[src/rtl/gb_int_pkg.sv]
// -----------------------------------------------------------------------------
// gb_int_pkg
// Shared definitions for the interrupt controller: dispatch FSM state encoding,
// interrupt source bit positions, vector base/stride constants and a helper
// that turns a source index into its vector address.
// Optional build macro used by the controller: IC_LATE_VECTOR_EN.
// -----------------------------------------------------------------------------
package gb_int_pkg;

    typedef enum logic [1:0] {
        IDLE     = 2'd0,
        DISPATCH = 2'd1,
        VECTOR   = 2'd2
    } int_state_e;

    localparam int INT_VBLANK = 0;
    localparam int INT_STAT   = 1;
    localparam int INT_TIMER  = 2;
    localparam int INT_SERIAL = 3;
    localparam int INT_JOYPAD = 4;

    localparam logic [15:0] INT_VEC_BASE   = 16'h0040;
    localparam logic [15:0] INT_VEC_STRIDE = 16'h0008;

    // Vector address of source idx: base + stride * idx.
    function automatic logic [15:0] int_vector(input logic [15:0] base,
                                               input logic [2:0]  idx);
        int_vector = base + ({13'd0, idx} * INT_VEC_STRIDE);
    endfunction

endpackage

[src/rtl/int_priority_encoder.sv]
// -----------------------------------------------------------------------------
// int_priority_encoder
// Picks the lowest set bit of the request vector (bit 0 = highest priority).
// Ports:
//   req     in  WIDTH  pending request bits
//   onehot  out WIDTH  one-hot winner (all zero when nothing pending)
//   index   out 3      index of the winner (0 when nothing pending)
//   valid   out 1      at least one request bit set
// -----------------------------------------------------------------------------
module int_priority_encoder #(
    parameter int WIDTH = 5
) (
    input  logic [WIDTH-1:0] req,
    output logic [WIDTH-1:0] onehot,
    output logic [2:0]       index,
    output logic             valid
);

    // Lowest-index set bit wins; later (higher) bits are ignored once found.
    always_comb begin
        onehot = {WIDTH{1'b0}};
        index  = 3'd0;
        valid  = 1'b0;
        for (int i = 0; i < WIDTH; i++) begin
            if (req[i] && !valid) begin
                onehot[i] = 1'b1;
                index     = 3'(i);
                valid     = 1'b1;
            end else begin
                valid = valid;
            end
        end
    end

endmodule

[src/rtl/interrupt_controller.sv]
// -----------------------------------------------------------------------------
// interrupt_controller
// Holds IE, IF and IME, latches peripheral requests, and hands the highest
// priority pending interrupt to the control unit at instruction boundaries
// through a Handle/Ack/Done handshake. Also produces the HALT wake signal.
//
// Build macro IC_LATE_VECTOR_EN:
//   defined   - winner chosen at i_Ack; dispatch can be cancelled (vector 0000)
//   undefined - winner latched and its IF bit cleared when dispatch starts
//
// Ports:
//   i_Clk, i_Reset_n          clock, async active-low reset
//   i_Enable                  T-cycle enable gating every state update
//   i_Request[4:0]            peripheral request pulses (set IF bits)
//   i_Data, i_IF_Write,
//   i_IE_Write                register write port for IF / IE
//   o_IF, o_IE                register read values (o_IF upper bits read 1)
//   i_EI, i_DI, i_RETI        IME control from the executing instruction
//   i_Boundary                instruction-boundary pulse
//   i_Ack, i_Done             dispatch handshake from the control unit
//   o_Handle_Interrupt        dispatch requested
//   o_Vector                  jump target, valid in VECTOR
//   o_Wake                    any enabled interrupt flagged (ignores IME)
// -----------------------------------------------------------------------------
module interrupt_controller
    import gb_int_pkg::*;
#(
    parameter int          NUM_SRC  = 5,
    parameter logic [15:0] VEC_BASE = INT_VEC_BASE
) (
    input  logic               i_Clk,
    input  logic               i_Reset_n,
    input  logic               i_Enable,
    input  logic [NUM_SRC-1:0] i_Request,
    input  logic [7:0]         i_Data,
    input  logic               i_IF_Write,
    input  logic               i_IE_Write,
    output logic [7:0]         o_IF,
    output logic [7:0]         o_IE,
    input  logic               i_EI,
    input  logic               i_DI,
    input  logic               i_RETI,
    input  logic               i_Boundary,
    input  logic               i_Ack,
    input  logic               i_Done,
    output logic               o_Handle_Interrupt,
    output logic [15:0]        o_Vector,
    output logic               o_Wake
);

    localparam logic [1:0] ST_IDLE     = IDLE;
    localparam logic [1:0] ST_DISPATCH = DISPATCH;
    localparam logic [1:0] ST_VECTOR   = VECTOR;

    logic [7:0]         ie_r;
    logic [NUM_SRC-1:0] if_r;
    logic [NUM_SRC-1:0] if_nxt_s;
    logic               ime_r;
    logic               ime_nxt_s;
    logic               ei_pending_r;
    logic               ei_pending_nxt_s;
    logic [1:0]         state_r;
    logic [1:0]         state_nxt_s;
    logic               handle_r;
    logic               handle_nxt_s;
    logic [15:0]        vector_r;
    logic [15:0]        vector_nxt_s;
    logic               dispatch_go_s;
    logic [NUM_SRC-1:0] clear_mask_s;

    logic [NUM_SRC-1:0] pending_s;
    logic [NUM_SRC-1:0] win_onehot_s;
    logic [2:0]         win_idx_s;
    logic               win_valid_s;
`ifdef IC_LATE_VECTOR_EN
`else
    logic [2:0]         win_idx_r;
`endif

    assign pending_s = ie_r[NUM_SRC-1:0] & if_r;

    int_priority_encoder #(
        .WIDTH (NUM_SRC)
    ) u_prio (
        .req    (pending_s),
        .onehot (win_onehot_s),
        .index  (win_idx_s),
        .valid  (win_valid_s)
    );

    // Dispatch FSM: next state, handle flag, vector load and IF clear mask.
    always_comb begin
        state_nxt_s   = state_r;
        handle_nxt_s  = handle_r;
        vector_nxt_s  = vector_r;
        clear_mask_s  = {NUM_SRC{1'b0}};
        dispatch_go_s = 1'b0;
        case (state_r)
            ST_IDLE: begin
                // Old IME is used here, so an EI promoted at this same
                // boundary cannot trigger a dispatch yet.
                if (i_Boundary && ime_r && win_valid_s) begin
                    dispatch_go_s = 1'b1;
                    state_nxt_s   = ST_DISPATCH;
                    handle_nxt_s  = 1'b1;
`ifdef IC_LATE_VECTOR_EN
`else
                    clear_mask_s  = win_onehot_s;
`endif
                end else begin
                    state_nxt_s = ST_IDLE;
                end
            end
            ST_DISPATCH: begin
                if (i_Ack) begin
                    state_nxt_s  = ST_VECTOR;
                    handle_nxt_s = 1'b0;
`ifdef IC_LATE_VECTOR_EN
                    // Pending is re-evaluated now; it may have vanished
                    // (e.g. IE overwritten by the PC push) -> cancel.
                    if (win_valid_s) begin
                        vector_nxt_s = int_vector(VEC_BASE, win_idx_s);
                        clear_mask_s = win_onehot_s;
                    end else begin
                        vector_nxt_s = 16'h0000;
                    end
`else
                    vector_nxt_s = int_vector(VEC_BASE, win_idx_r);
`endif
                end else begin
                    state_nxt_s = ST_DISPATCH;
                end
            end
            ST_VECTOR: begin
                if (i_Done) begin
                    state_nxt_s = ST_IDLE;
                end else begin
                    state_nxt_s = ST_VECTOR;
                end
            end
            default: begin
                state_nxt_s  = ST_IDLE;
                handle_nxt_s = 1'b0;
            end
        endcase
    end

    // IF next value: write, then ack clear, then requests (requests win).
    always_comb begin
        if_nxt_s = if_r;
        if (i_IF_Write) begin
            if_nxt_s = i_Data[NUM_SRC-1:0];
        end else begin
            if_nxt_s = if_r;
        end
        if_nxt_s = (if_nxt_s & ~clear_mask_s) | i_Request;
    end

    // IME / EI-delay next value; DI has the last word over EI, RETI, dispatch.
    always_comb begin
        ime_nxt_s        = ime_r;
        ei_pending_nxt_s = ei_pending_r;
        if (i_Boundary && ei_pending_r) begin
            ime_nxt_s        = 1'b1;
            ei_pending_nxt_s = 1'b0;
        end else begin
            ime_nxt_s = ime_r;
        end
        if (i_EI) begin
            ei_pending_nxt_s = 1'b1;
        end else begin
            ei_pending_nxt_s = ei_pending_nxt_s;
        end
        if (i_RETI) begin
            ime_nxt_s = 1'b1;
        end else begin
            ime_nxt_s = ime_nxt_s;
        end
        if (dispatch_go_s) begin
            ime_nxt_s = 1'b0;
        end else begin
            ime_nxt_s = ime_nxt_s;
        end
        if (i_DI) begin
            ime_nxt_s        = 1'b0;
            ei_pending_nxt_s = 1'b0;
        end else begin
            ime_nxt_s = ime_nxt_s;
        end
    end

    // State registers; everything holds while i_Enable is low.
    always_ff @(posedge i_Clk or negedge i_Reset_n) begin
        if (!i_Reset_n) begin
            ie_r         <= 8'h00;
            if_r         <= {NUM_SRC{1'b0}};
            ime_r        <= 1'b0;
            ei_pending_r <= 1'b0;
            state_r      <= ST_IDLE;
            handle_r     <= 1'b0;
            vector_r     <= 16'h0000;
        end else if (i_Enable) begin
            if (i_IE_Write) begin
                ie_r <= i_Data;
            end
            if_r         <= if_nxt_s;
            ime_r        <= ime_nxt_s;
            ei_pending_r <= ei_pending_nxt_s;
            state_r      <= state_nxt_s;
            handle_r     <= handle_nxt_s;
            vector_r     <= vector_nxt_s;
        end
    end

`ifdef IC_LATE_VECTOR_EN
`else
    // Winner index captured when dispatch starts, used for the vector at ack.
    always_ff @(posedge i_Clk or negedge i_Reset_n) begin
        if (!i_Reset_n) begin
            win_idx_r <= 3'd0;
        end else if (i_Enable && dispatch_go_s) begin
            win_idx_r <= win_idx_s;
        end
    end
`endif

    assign o_IF               = {{(8 - NUM_SRC){1'b1}}, if_r};
    assign o_IE               = ie_r;
    assign o_Handle_Interrupt = handle_r;
    assign o_Vector           = vector_r;
    assign o_Wake             = |pending_s;

endmodule

[config.mk]
export PLATFORM = sky130hd
export DESIGN_NAME = interrupt_controller
export DESIGN_NICKNAME = d
export VERILOG_FILES = /design/src/rtl/gb_int_pkg.sv /design/src/rtl/int_priority_encoder.sv /design/src/rtl/interrupt_controller.sv
export SDC_FILE = /design/constraint.sdc
export NUM_CORES = 1
export LEC_CHECK = 0
export CAP_MARGIN = 0
export CORE_MARGIN = 1
export CORE_UTILIZATION = 44
export CTS_CLUSTER_SIZE = 8
export DETAILED_ROUTE_END_ITERATION = 7
export HOLD_SLACK_MARGIN = 0.12
export PLACE_DENSITY = 0.91
export REMOVE_ABC_BUFFERS = 1
export SYNTH_ARGS = -nofsm -noshare
export SYNTH_HDL_FRONTEND = slang
export SYNTH_SLANG_ARGS = --single-unit
[constraint.sdc]
create_clock -name i_Clk -period 3.4 [get_ports i_Clk]
set_clock_uncertainty 0.05 [all_clocks]
set_input_delay 0.34 -clock i_Clk [delete_from_list [all_inputs] [get_ports i_Clk]]
set_output_delay 0.34 -clock i_Clk [all_outputs]
set_load 0.005 [all_outputs]
==> results of run 1 <==
[worst max-delay path, cell delays in order (launching register included)]
cell and delay, ns:
sky130_fd_sc_hd__dfrtp_1 0.45, sky130_fd_sc_hd__a22o_4 0.31, sky130_fd_sc_hd__or3_4 0.38, sky130_fd_sc_hd__clkdlybuf4s50_1 0.45
[per-layer routing]
metal | GRT usage, % | wire, um
met1 | 23.7 | 1150
met2 | 33.6 | 1490
met3 | 4.15 | 240
met4 | 12.2 | 59
met5 | 0 | 0
[sequential cells by signal, summed over array words and instances (netlist names)]
name,cells
ei_pending_r,1
if_r,5
ime_r,1
o_Handle_Interrupt,1
o_IE,8
o_Vector,4
state_r,2
win_idx_r,3
[cell usage after synthesis]
cell	number	area, um^2
sky130_fd_sc_hd__nor2b_1	1	6.26
sky130_fd_sc_hd__mux2_2	11	124
sky130_fd_sc_hd__o2bb2ai_1	1	8.76
sky130_fd_sc_hd__o31ai_1	1	7.51
sky130_fd_sc_hd__o311ai_0	1	8.76
sky130_fd_sc_hd__nor4b_1	1	8.76
sky130_fd_sc_hd__a221oi_2	1	15.0
sky130_fd_sc_hd__o32ai_1	3	26.3
sky130_fd_sc_hd__dfrtp_1	25	626
sky130_fd_sc_hd__a21oi_1	5	25.0
sky130_fd_sc_hd__inv_1	4	15.0
sky130_fd_sc_hd__a32o_1	2	20.0
sky130_fd_sc_hd__or3_4	1	11.3
sky130_fd_sc_hd__a22oi_1	1	7.51
sky130_fd_sc_hd__o21a_1	3	22.5
sky130_fd_sc_hd__and4bb_2	1	12.5
sky130_fd_sc_hd__o311ai_4	1	26.3
sky130_fd_sc_hd__nand3_1	2	10.0
sky130_fd_sc_hd__a21o_1	2	15.0
sky130_fd_sc_hd__a22o_1	1	8.76
sky130_fd_sc_hd__o211ai_1	1	7.51
sky130_fd_sc_hd__a31o_2	1	8.76
sky130_fd_sc_hd__buf_4	15	113
sky130_fd_sc_hd__a211o_1	1	8.76
sky130_fd_sc_hd__and2_1	2	12.5
sky130_fd_sc_hd__a22o_4	1	17.5
sky130_fd_sc_hd__nor2_1	3	11.3
sky130_fd_sc_hd__nor4_1	2	12.5
sky130_fd_sc_hd__nand4b_1	1	8.76
sky130_fd_sc_hd__buf_2	2	10.0
sky130_fd_sc_hd__o21ai_0	2	10.0
sky130_fd_sc_hd__nand4bb_1	1	11.3
sky130_fd_sc_hd__nand2_1	12	45.0
sky130_fd_sc_hd__a32oi_1	1	8.76
sky130_fd_sc_hd__nand2b_1	2	12.5
sky130_fd_sc_hd__conb_1	2	7.51
[layout by cell type (no fill, tap or decap), types with 3 or more instances in the layout]
cell type	netlist	final
sky130_fd_sc_hd__o21a_1	3	3
sky130_fd_sc_hd__inv_1	4	4
sky130_fd_sc_hd__a21oi_1	5	5
sky130_fd_sc_hd__nand2_1	12	12
sky130_fd_sc_hd__clkbuf_4	0	3
sky130_fd_sc_hd__conb_1	2	15
sky130_fd_sc_hd__mux2_2	11	11
sky130_fd_sc_hd__nor2_1	3	3
sky130_fd_sc_hd__dfrtp_1	25	25
sky130_fd_sc_hd__clkdlybuf4s50_1	0	42
sky130_fd_sc_hd__o32ai_1	3	3
[through the flow]
step,power (mW),cell area (um^2)
finish,0.855,1730
global route,0.907,1730
CTS,0.857,1730
detailed placement,0.720,1700
global placement,0.704,1700
floorplan,0.548,1240
[cell families after synthesis]
group,after synthesis,share of synthesized area [%]
DFF,25,47.8
other,2,0.573
and+or+nand+nor,29,12.4
buffers and inverters,21,10.5
muxes,11,9.46
AOI/OAI and AO/OA,29,19.3
[final cells by class]
| type | instances | area share, % |
|---|---|---|
| clock buffer | 3 | 1.31 |
| clock inverter | 1 | 0.435 |
| inverter | 4 | 0.870 |
| multi-input combinational | 84 | 34.5 |
| sequential | 25 | 36.3 |
| tap | 31 | 2.25 |
| timing repair buffer | 42 | 24.4 |
[report_power, final]
| group | switching, mW | internal, mW | leakage, nW |
|---|---|---|---|
| combinational | 0.107 | 0.182 | 0.428 |
| sequential | 0.0558 | 0.367 | 0.297 |
| clock | 0.0975 | 0.0452 | 0.0139 |
[worst min path at each step]
stage | startpoint | endpoint | slack (ns) | cells after the start
finish | o_Vector[6] | o_Vector[6] | 0.43 | 1
global route | o_Vector[6] | o_Vector[6] | 0.47 | 1
detailed placement | o_Vector[6] | o_Vector[6] | 0.41 | 1
global placement | o_Vector[6] | o_Vector[6] | 0.40 | 1
CTS | o_Vector[6] | o_Vector[6] | 0.44 | 1
floorplan | i_Reset_n | ei_pending_r | -0.006 | 0
==> reports/qor.yml, run 1 <==
r2r_end: "if_r[4]"
multiInputGateArea_um2: 596
power_density_nw_per_um2: 495
worst_slew_margin_rel_pct: 27.6
dp_hpwl_mm: 2.25
netlist_instances: 117
power.ir.vdd_worst_mv: 0.398
cts_root_buf: "sky130_fd_sc_hd__clkbuf_4"
detailroute.via_count: 1068
start_util_pct: 47.1
yosysSeqAreaShare_pct: 47.8
setup_total_negative_slack_ns: 0
drt_first_iter_violations: 31
maxCapViolCount: 0
report.final.setup_viol: 0
clock_h_tree_levels: 1
clkTransAtPathRegs_ns: 0.15
n_antenna_cell: 0
detail_route.wirelength_mm: 2.93
clock_sink_count: 25
power_leakage_nw: 0.740
port-buffer-count: 42
worst_hold_slack_ns: 0.434
grt_first_pass_wirelength_mm: 4.89
run_status: "finished, final reports clean"
postCtsSetupRepairBufs: 0
post_layout_nonfiller_instances: 190
start_kind: "flop"
ys_warn_count: 0
num-nets-final: 184
finalCritPeriodShare_pct: 68.0
final_core_utilization_pct: 62.0
die_height_um: 56.6
endpoint_kind: "output port"
rsz_0062_raised_after_global_routing: "false"
pre_cts_setup_slack_ns: 1.17
clk_latency_ns: 0.34
slew_violations: 0
gp_congestion: 0.811
synth.lib_cells_used.distinct: 36
grt.overflow.total: 0
area_growth_syn_to_layout_pct: 31.7
r2r_cells: 3
routedWlPerCell_um: 15.4
syn-cell-area_um2: 1310
worst_pin_slew_ns: 1.08
core_um2: 2780
vias_per_cell: 5.62
final_hold_viol_count: 0
min_period_ns: 2.31
row_count: 19
worst_ep_arrival_time_ns: 1.92
postSynthRegisterBits: 25
cts-hold-fix-buffers: 0
drt_pre_antenna_iters: 4
antenna_found_initial: 0
post-route-drc-count: 0
critPathLaunch: "if_r[0]"
fp.dieArea_um2: 3200
grt_start_max_net_pins: 26
ff_latch_area_um2: 626
hp-class: "reg2reg"
r2r-start: "state_r[0]"
num_io_pins: 58
critPathCapture: "o_Wake"
fillers: 223
numCtsBuffers: 3
grt_use_total_pct: 20.2
tritoncts: "yes"
layout-drive-gt1-share_pct: 13.2
r2r_slack_ns: 1.83
fmaxAchievable_mhz: 432
worst_ep_required_time_ns: 3.01
vias_in_the_first_global_route: 1066
final_antenna_net_count: 0
placed_cells: 186
die_w_um: 56.6
postSynthAreaPerCell_um2: 11.2
maximum_buffer_depth_of_the_clock_tree: 2
worstPathMaxFanout: 7
post_cts_resized: 0
fin_ws_ns: 1.09
critPathKind: "reg2out"
Note: power is estimated with default switching activity, not from simulation.
==> inputs of run 2 (changes only) <==
--- a/config.mk
+++ b/config.mk
@@ -7,11 +7,11 @@
 export LEC_CHECK = 0
 export CAP_MARGIN = 0
 export CORE_MARGIN = 1
-export CORE_UTILIZATION = 44
+export CORE_UTILIZATION = 41
 export CTS_CLUSTER_SIZE = 8
 export DETAILED_ROUTE_END_ITERATION = 7
 export HOLD_SLACK_MARGIN = 0.12
-export PLACE_DENSITY = 0.91
+export PLACE_DENSITY = 0.86
 export REMOVE_ABC_BUFFERS = 1
 export SYNTH_ARGS = -nofsm -noshare
 export SYNTH_HDL_FRONTEND = slang
==> constraint.sdc (replaced) <==
create_clock -name i_Clk -period 2.2 [get_ports i_Clk]
set_clock_uncertainty 0.05 [all_clocks]
set_input_delay 0.22 -clock i_Clk [delete_from_list [all_inputs] [get_ports i_Clk]]
set_output_delay 0.22 -clock i_Clk [all_outputs]
set_load 0.005 [all_outputs]
==> reports/qor.yml, run 2 (same netlist as run 1, synthesis figures left out) <==
run_status: "finished, final reports clean"
multiInputGateArea_um2: 597
worst_pin_slew_ns: 0.508
worst_hold_slack_ns: 0.179
maxCapViolCount: 0
leading_cell_type_in_the_layout_fill_and_taps_excluded: "sky130_fd_sc_hd__clkdlybuf4s50_1"
area_growth_syn_to_layout_pct: 38.4
internal-power_mw: 0.946
post-route-drc-count: 0
rsz_0062_raised_after_global_routing: "false"
largest_register_ffs: 8
drt_first_iter_violations: 24
detailroute.via_count: 1100
fillers: 257
r2r_slack_ns: 0.56
clock_h_tree_levels: 1
grt.overflow.total: 0
cp_slowest_stage_delay_ns: 0.45
post_layout_nonfiller_instances: 212
routedWlPerCell_um: 14.4
power.ir.vdd_worst_mv: 0.467
grt_use_total_pct: 18.6
start_kind: "flop"
grt_first_pass_wirelength_mm: 4.85
worstPathMaxFanout: 4
final_hold_viol_count: 0
cts_root_buf: "sky130_fd_sc_hd__clkbuf_4"
placed_cells: 201
endpoint_kind: "output port"
setup_total_negative_slack_ns: 0
dp_hpwl_mm: 2.29
detail_route.wirelength_mm: 3.05
worst_ep_arrival_time_ns: 1.59
hp-class: "in2async"
drt_pre_antenna_iters: 4
vias_per_cell: 5.19
comb_power_share_pct: 36.1
port-buffer-count: 42
layout_common_cells: "41 x sky130_fd_sc_hd__clkdlybuf4s50_1, 25 x sky130_fd_sc_hd__dfrtp_1, 15 x sky130_fd_sc_hd__conb_1, 12 x sky130_fd_sc_hd__nand2_1, 11 x sky130_fd_sc_hd__mux2_2"
min_period_ns: 1.86
critPathKind: "reg2out"
final_antenna_net_count: 0
n_antenna_cell: 0
core_um2: 3050
worst-path-buf-inv: 1
tritoncts: "yes"
power.net_switching_mw: 0.407
start_util_pct: 42.9
layout-drive-gt1-share_pct: 18.5
vias_in_the_first_global_route: 1093
report.final.setup_viol: 0
clkTransAtPathRegs_ns: 0.14
slowest_stage: "sky130_fd_sc_hd__dfrtp_1"
fmaxAchievable_mhz: 538
maximum_buffer_depth_of_the_clock_tree: 2
clk_latency_ns: 0.33
clock_sink_count: 25
num_io_pins: 58
die_w_um: 58.5
detailroute.wirelength.met2_mm: 1.57
num-nets-final: 193
antenna_found_initial: 0
finalCritPeriodShare_pct: 84.5
path_delay_family: "flip-flops"
row_count: 20
grt_start_max_net_pins: 26
fp.dieArea_um2: 3430
routedLengthMet1_mm: 1.22
pwr-share-seq_pct: 48.0
power_density_nw_per_um2: 746
numCtsBuffers: 3
power_leakage_nw: 0.783
switching_share_pct: 30.1
die_height_um: 58.5
ff_latch_area_um2: 626
worst_slew_margin_rel_pct: 65.8
met3WireLength_um: 188
clock_power_share_pct: 15.8
worst_ep_required_time_ns: 1.93
critical_path.cell_chain: "a22o_4 > or3_4 > dlymetal6s2s_1"
top_metal_layer_carrying_routed_signals: "met4"
slew_violations: 0
cts-hold-fix-buffers: 0
gp_congestion: 0.838
==> run 2: final timing paths <==
check                             startpoint            to  cells after the start
worst max-delay path                 o_IE[0]        o_Wake                      3
worst min-delay path               i_Reset_n       if_r[4]                      2
worst max register to register       o_IE[0]       if_r[4]                      4
worst min register to register  win_idx_r[2]  win_idx_r[2]                      1
max in group asynchronous          i_Reset_n  ei_pending_r                      2
min in group i_Clk              i_Request[4]       if_r[4]                      3
==> run 2: power by group through the flow <==
stage / clock network [mW] / registers [mW] / logic [mW]
after floorplan: 0 / 0.649 / 0.197
after global placement: 0 / 0.655 / 0.438
after detailed placement: 0 / 0.665 / 0.452
after CTS: 0.224 / 0.654 / 0.459
after global routing: 0.240 / 0.669 / 0.530
final: 0.214 / 0.650 / 0.489
==> run 2: stage by stage <==
step           area, um^2  setup slack, ns  total power [mW]  util (%)
2_1_floorplan        1240            0.787             0.846         -
3_3_place_gp         1730            0.405              1.09      56.6
3_5_place_dp         1730            0.361              1.12      56.6
4_1_cts              1760           0.0203              1.34      57.8
5_1_grt              1810            0.286              1.44      59.4
6_report             1810            0.341              1.35      59.4
==> run 2: what timing repair did <==
item	4_1_cts	5_1_grt
resized for setup	0	2
pin swaps	0	1
cloned	0	0
setup endpoints to repair	1	1
endpoints found under the hold margin	0	0
buffers inserted	1	6
==> run 2: routing by layer <==
| layer | track usage [%] | vias up |
|---|---|---|
| li1 | - | 503 |
| met1 | 21.8 | 533 |
| met2 | 33.0 | 56 |
| met3 | 3.30 | 8 |
| met4 | 8.84 | 0 |
| met5 | 0 | - |
==> run 2: cell type report <==
cell class              instances  area share (%)
flip-flops and latches         25            34.5
multi-input cells              84            32.9
repair buffers                 51            27.1
well taps                      44            3.04
clock buffers                   3            1.24
inverters                       4           0.828
clock inverters                 1           0.414
==> inputs of run 3 (changes only) <==
==> constraint.sdc (replaced) <==
create_clock -name i_Clk -period 1.8 [get_ports i_Clk]
set_clock_uncertainty 0.05 [all_clocks]
set_input_delay 0.18 -clock i_Clk [delete_from_list [all_inputs] [get_ports i_Clk]]
set_output_delay 0.18 -clock i_Clk [all_outputs]
set_load 0.005 [all_outputs]
==> reports/qor.yml, run 3 (same netlist as run 1, synthesis figures left out) <==
run_status: "finished, final reports clean"
maxCapViolCount: 0
largest_register_ffs: 8
grt.overflow.total: 0
area_growth_syn_to_layout_pct: 38.5
slowest_stage: "sky130_fd_sc_hd__dfrtp_1"
maximum_buffer_depth_of_the_clock_tree: 2
critPathLaunch: "if_r[0]"
core_um2: 3050
critPathCapture: "o_Wake"
pre_cts_setup_slack_ns: 0.105
worstPathMaxFanout: 2
fmaxAchievable_mhz: 577
num-nets-final: 193
power.ir.vdd_worst_mv: 0.441
setup_total_negative_slack_ns: 0
critical_path.cell_chain: "a22o_4 > or3_4 > buf_2"
n_antenna_cell: 0
gp_congestion: 0.807
report.final.setup_viol: 0
power_density_nw_per_um2: 900
worst_ep_required_time_ns: 1.57
slew_violations: 0
rsz_0062_raised_after_global_routing: "false"
worst_hold_slack_ns: 0.150
detail_route.wirelength_mm: 2.94
start_kind: "flop"
dpl_cell_area_um2: 1790
clock_h_tree_levels: 1
grt_start_max_net_pins: 26
layout-drive-gt1-share_pct: 18.5
grt_use_total_pct: 18.8
routedWlPerCell_um: 13.9
power_leakage_nw: 0.789
clkTransAtPathRegs_ns: 0.14
port-buffer-count: 42
vias_in_the_first_global_route: 1089
drt_first_iter_violations: 27
numCtsBuffers: 3
final_core_utilization_pct: 59.4
clock_sink_count: 25
hp-class: "in2async"
vias_per_cell: 5.16
endpoint_kind: "output port"
layout_common_cells: "41 x sky130_fd_sc_hd__clkdlybuf4s50_1, 25 x sky130_fd_sc_hd__dfrtp_1, 15 x sky130_fd_sc_hd__conb_1, 12 x sky130_fd_sc_hd__nand2_1, 11 x sky130_fd_sc_hd__mux2_2"
clk_latency_ns: 0.32
min_period_ns: 1.73
final_hold_viol_count: 0
leading_cell_type_in_the_layout_fill_and_taps_excluded: "sky130_fd_sc_hd__clkdlybuf4s50_1"
cts_root_buf: "sky130_fd_sc_hd__clkbuf_4"
dp_hpwl_mm: 2.33
cts-hold-fix-buffers: 0
post-route-cell-area_um2: 1810
post_cts_resized: 4
fillers: 273
fin_ws_ns: 0.0655
worst_ep_arrival_time_ns: 1.50
r2r_cells: 5
r2r_slack_ns: 0.27
final_antenna_net_count: 0
r2r-start: "if_r[0]"
detailroute.via_count: 1093
antenna_found_initial: 0
tritoncts: "yes"
grt_first_pass_wirelength_mm: 4.93
post-route-drc-count: 0
start_util_pct: 42.9
finalCritPeriodShare_pct: 96.4
r2r_end: "if_r[4]"
num_io_pins: 58
fp.dieArea_um2: 3430
die_w_um: 58.5
cp_slowest_stage_delay_ns: 0.42
critPathKind: "reg2out"
drt_pre_antenna_iters: 4
postCtsSetupRepairBufs: 0
die_height_um: 58.5
row_count: 20
## run 3: cell types whose count changed in the layout (fill, tap and decap cells not counted), sizes merged
cell          delta
buf              +1
clkinv           +1
clkinvlp         -1
dlymetal6s2s     -1
## run 3: metrics by stage
stage	power (mW)	std cells
finish	1.63	212
global route	1.74	212
CTS	1.65	212
detailed placement	1.40	208
global placement	1.37	208
floorplan	1.03	113
## run 3: worst min-delay path by stage
stage,from,endpoint,slack [ns],depth (start not counted)
5_1_grt,i_Reset_n,o_IE[2],0.18,2
6_report,i_Reset_n,if_r[3],0.15,2
4_1_cts,i_Reset_n,o_IE[3],0.16,2
3_5_place_dp,o_Handle_Interrupt,o_Handle_Interrupt,0.42,2
3_3_place_gp,o_Vector[6],o_Vector[6],0.40,1
2_1_floorplan,i_Reset_n,ei_pending_r,-0.17,0
## run 3: final cells by class
class / count / area [um^2] / area share, %
multi-input combinational: 84 / 596 / 32.8
tap: 44 / 55.1 / 3.03
clock inverter: 1 / 5.00 / 0.276
clock buffer: 3 / 22.5 / 1.24
sequential: 25 / 626 / 34.5
timing repair buffer: 51 / 495 / 27.3
inverter: 4 / 15.0 / 0.828
## run 3: layer usage
layer  track usage [%]  wire, um
met3              3.74       213
met1              22.9      1190
met5                 0         0
met4              7.14        77
met2              33.0      1460
## run 3: power breakdown
group / internal [mW] / total, mW / switching [mW]
registers: 0.693 / 0.792 / 0.0985
logic: 0.371 / 0.586 / 0.215
clock network: 0.0833 / 0.255 / 0.172
## run 3: worst max-delay path: cells and delay by family, from the launching register on
family,cells,cell delay [ns]
DFF,1,0.42
and+or+nand+nor,1,0.37
buffers and inverters,1,0.13
AOI/OAI and AO/OA,1,0.26
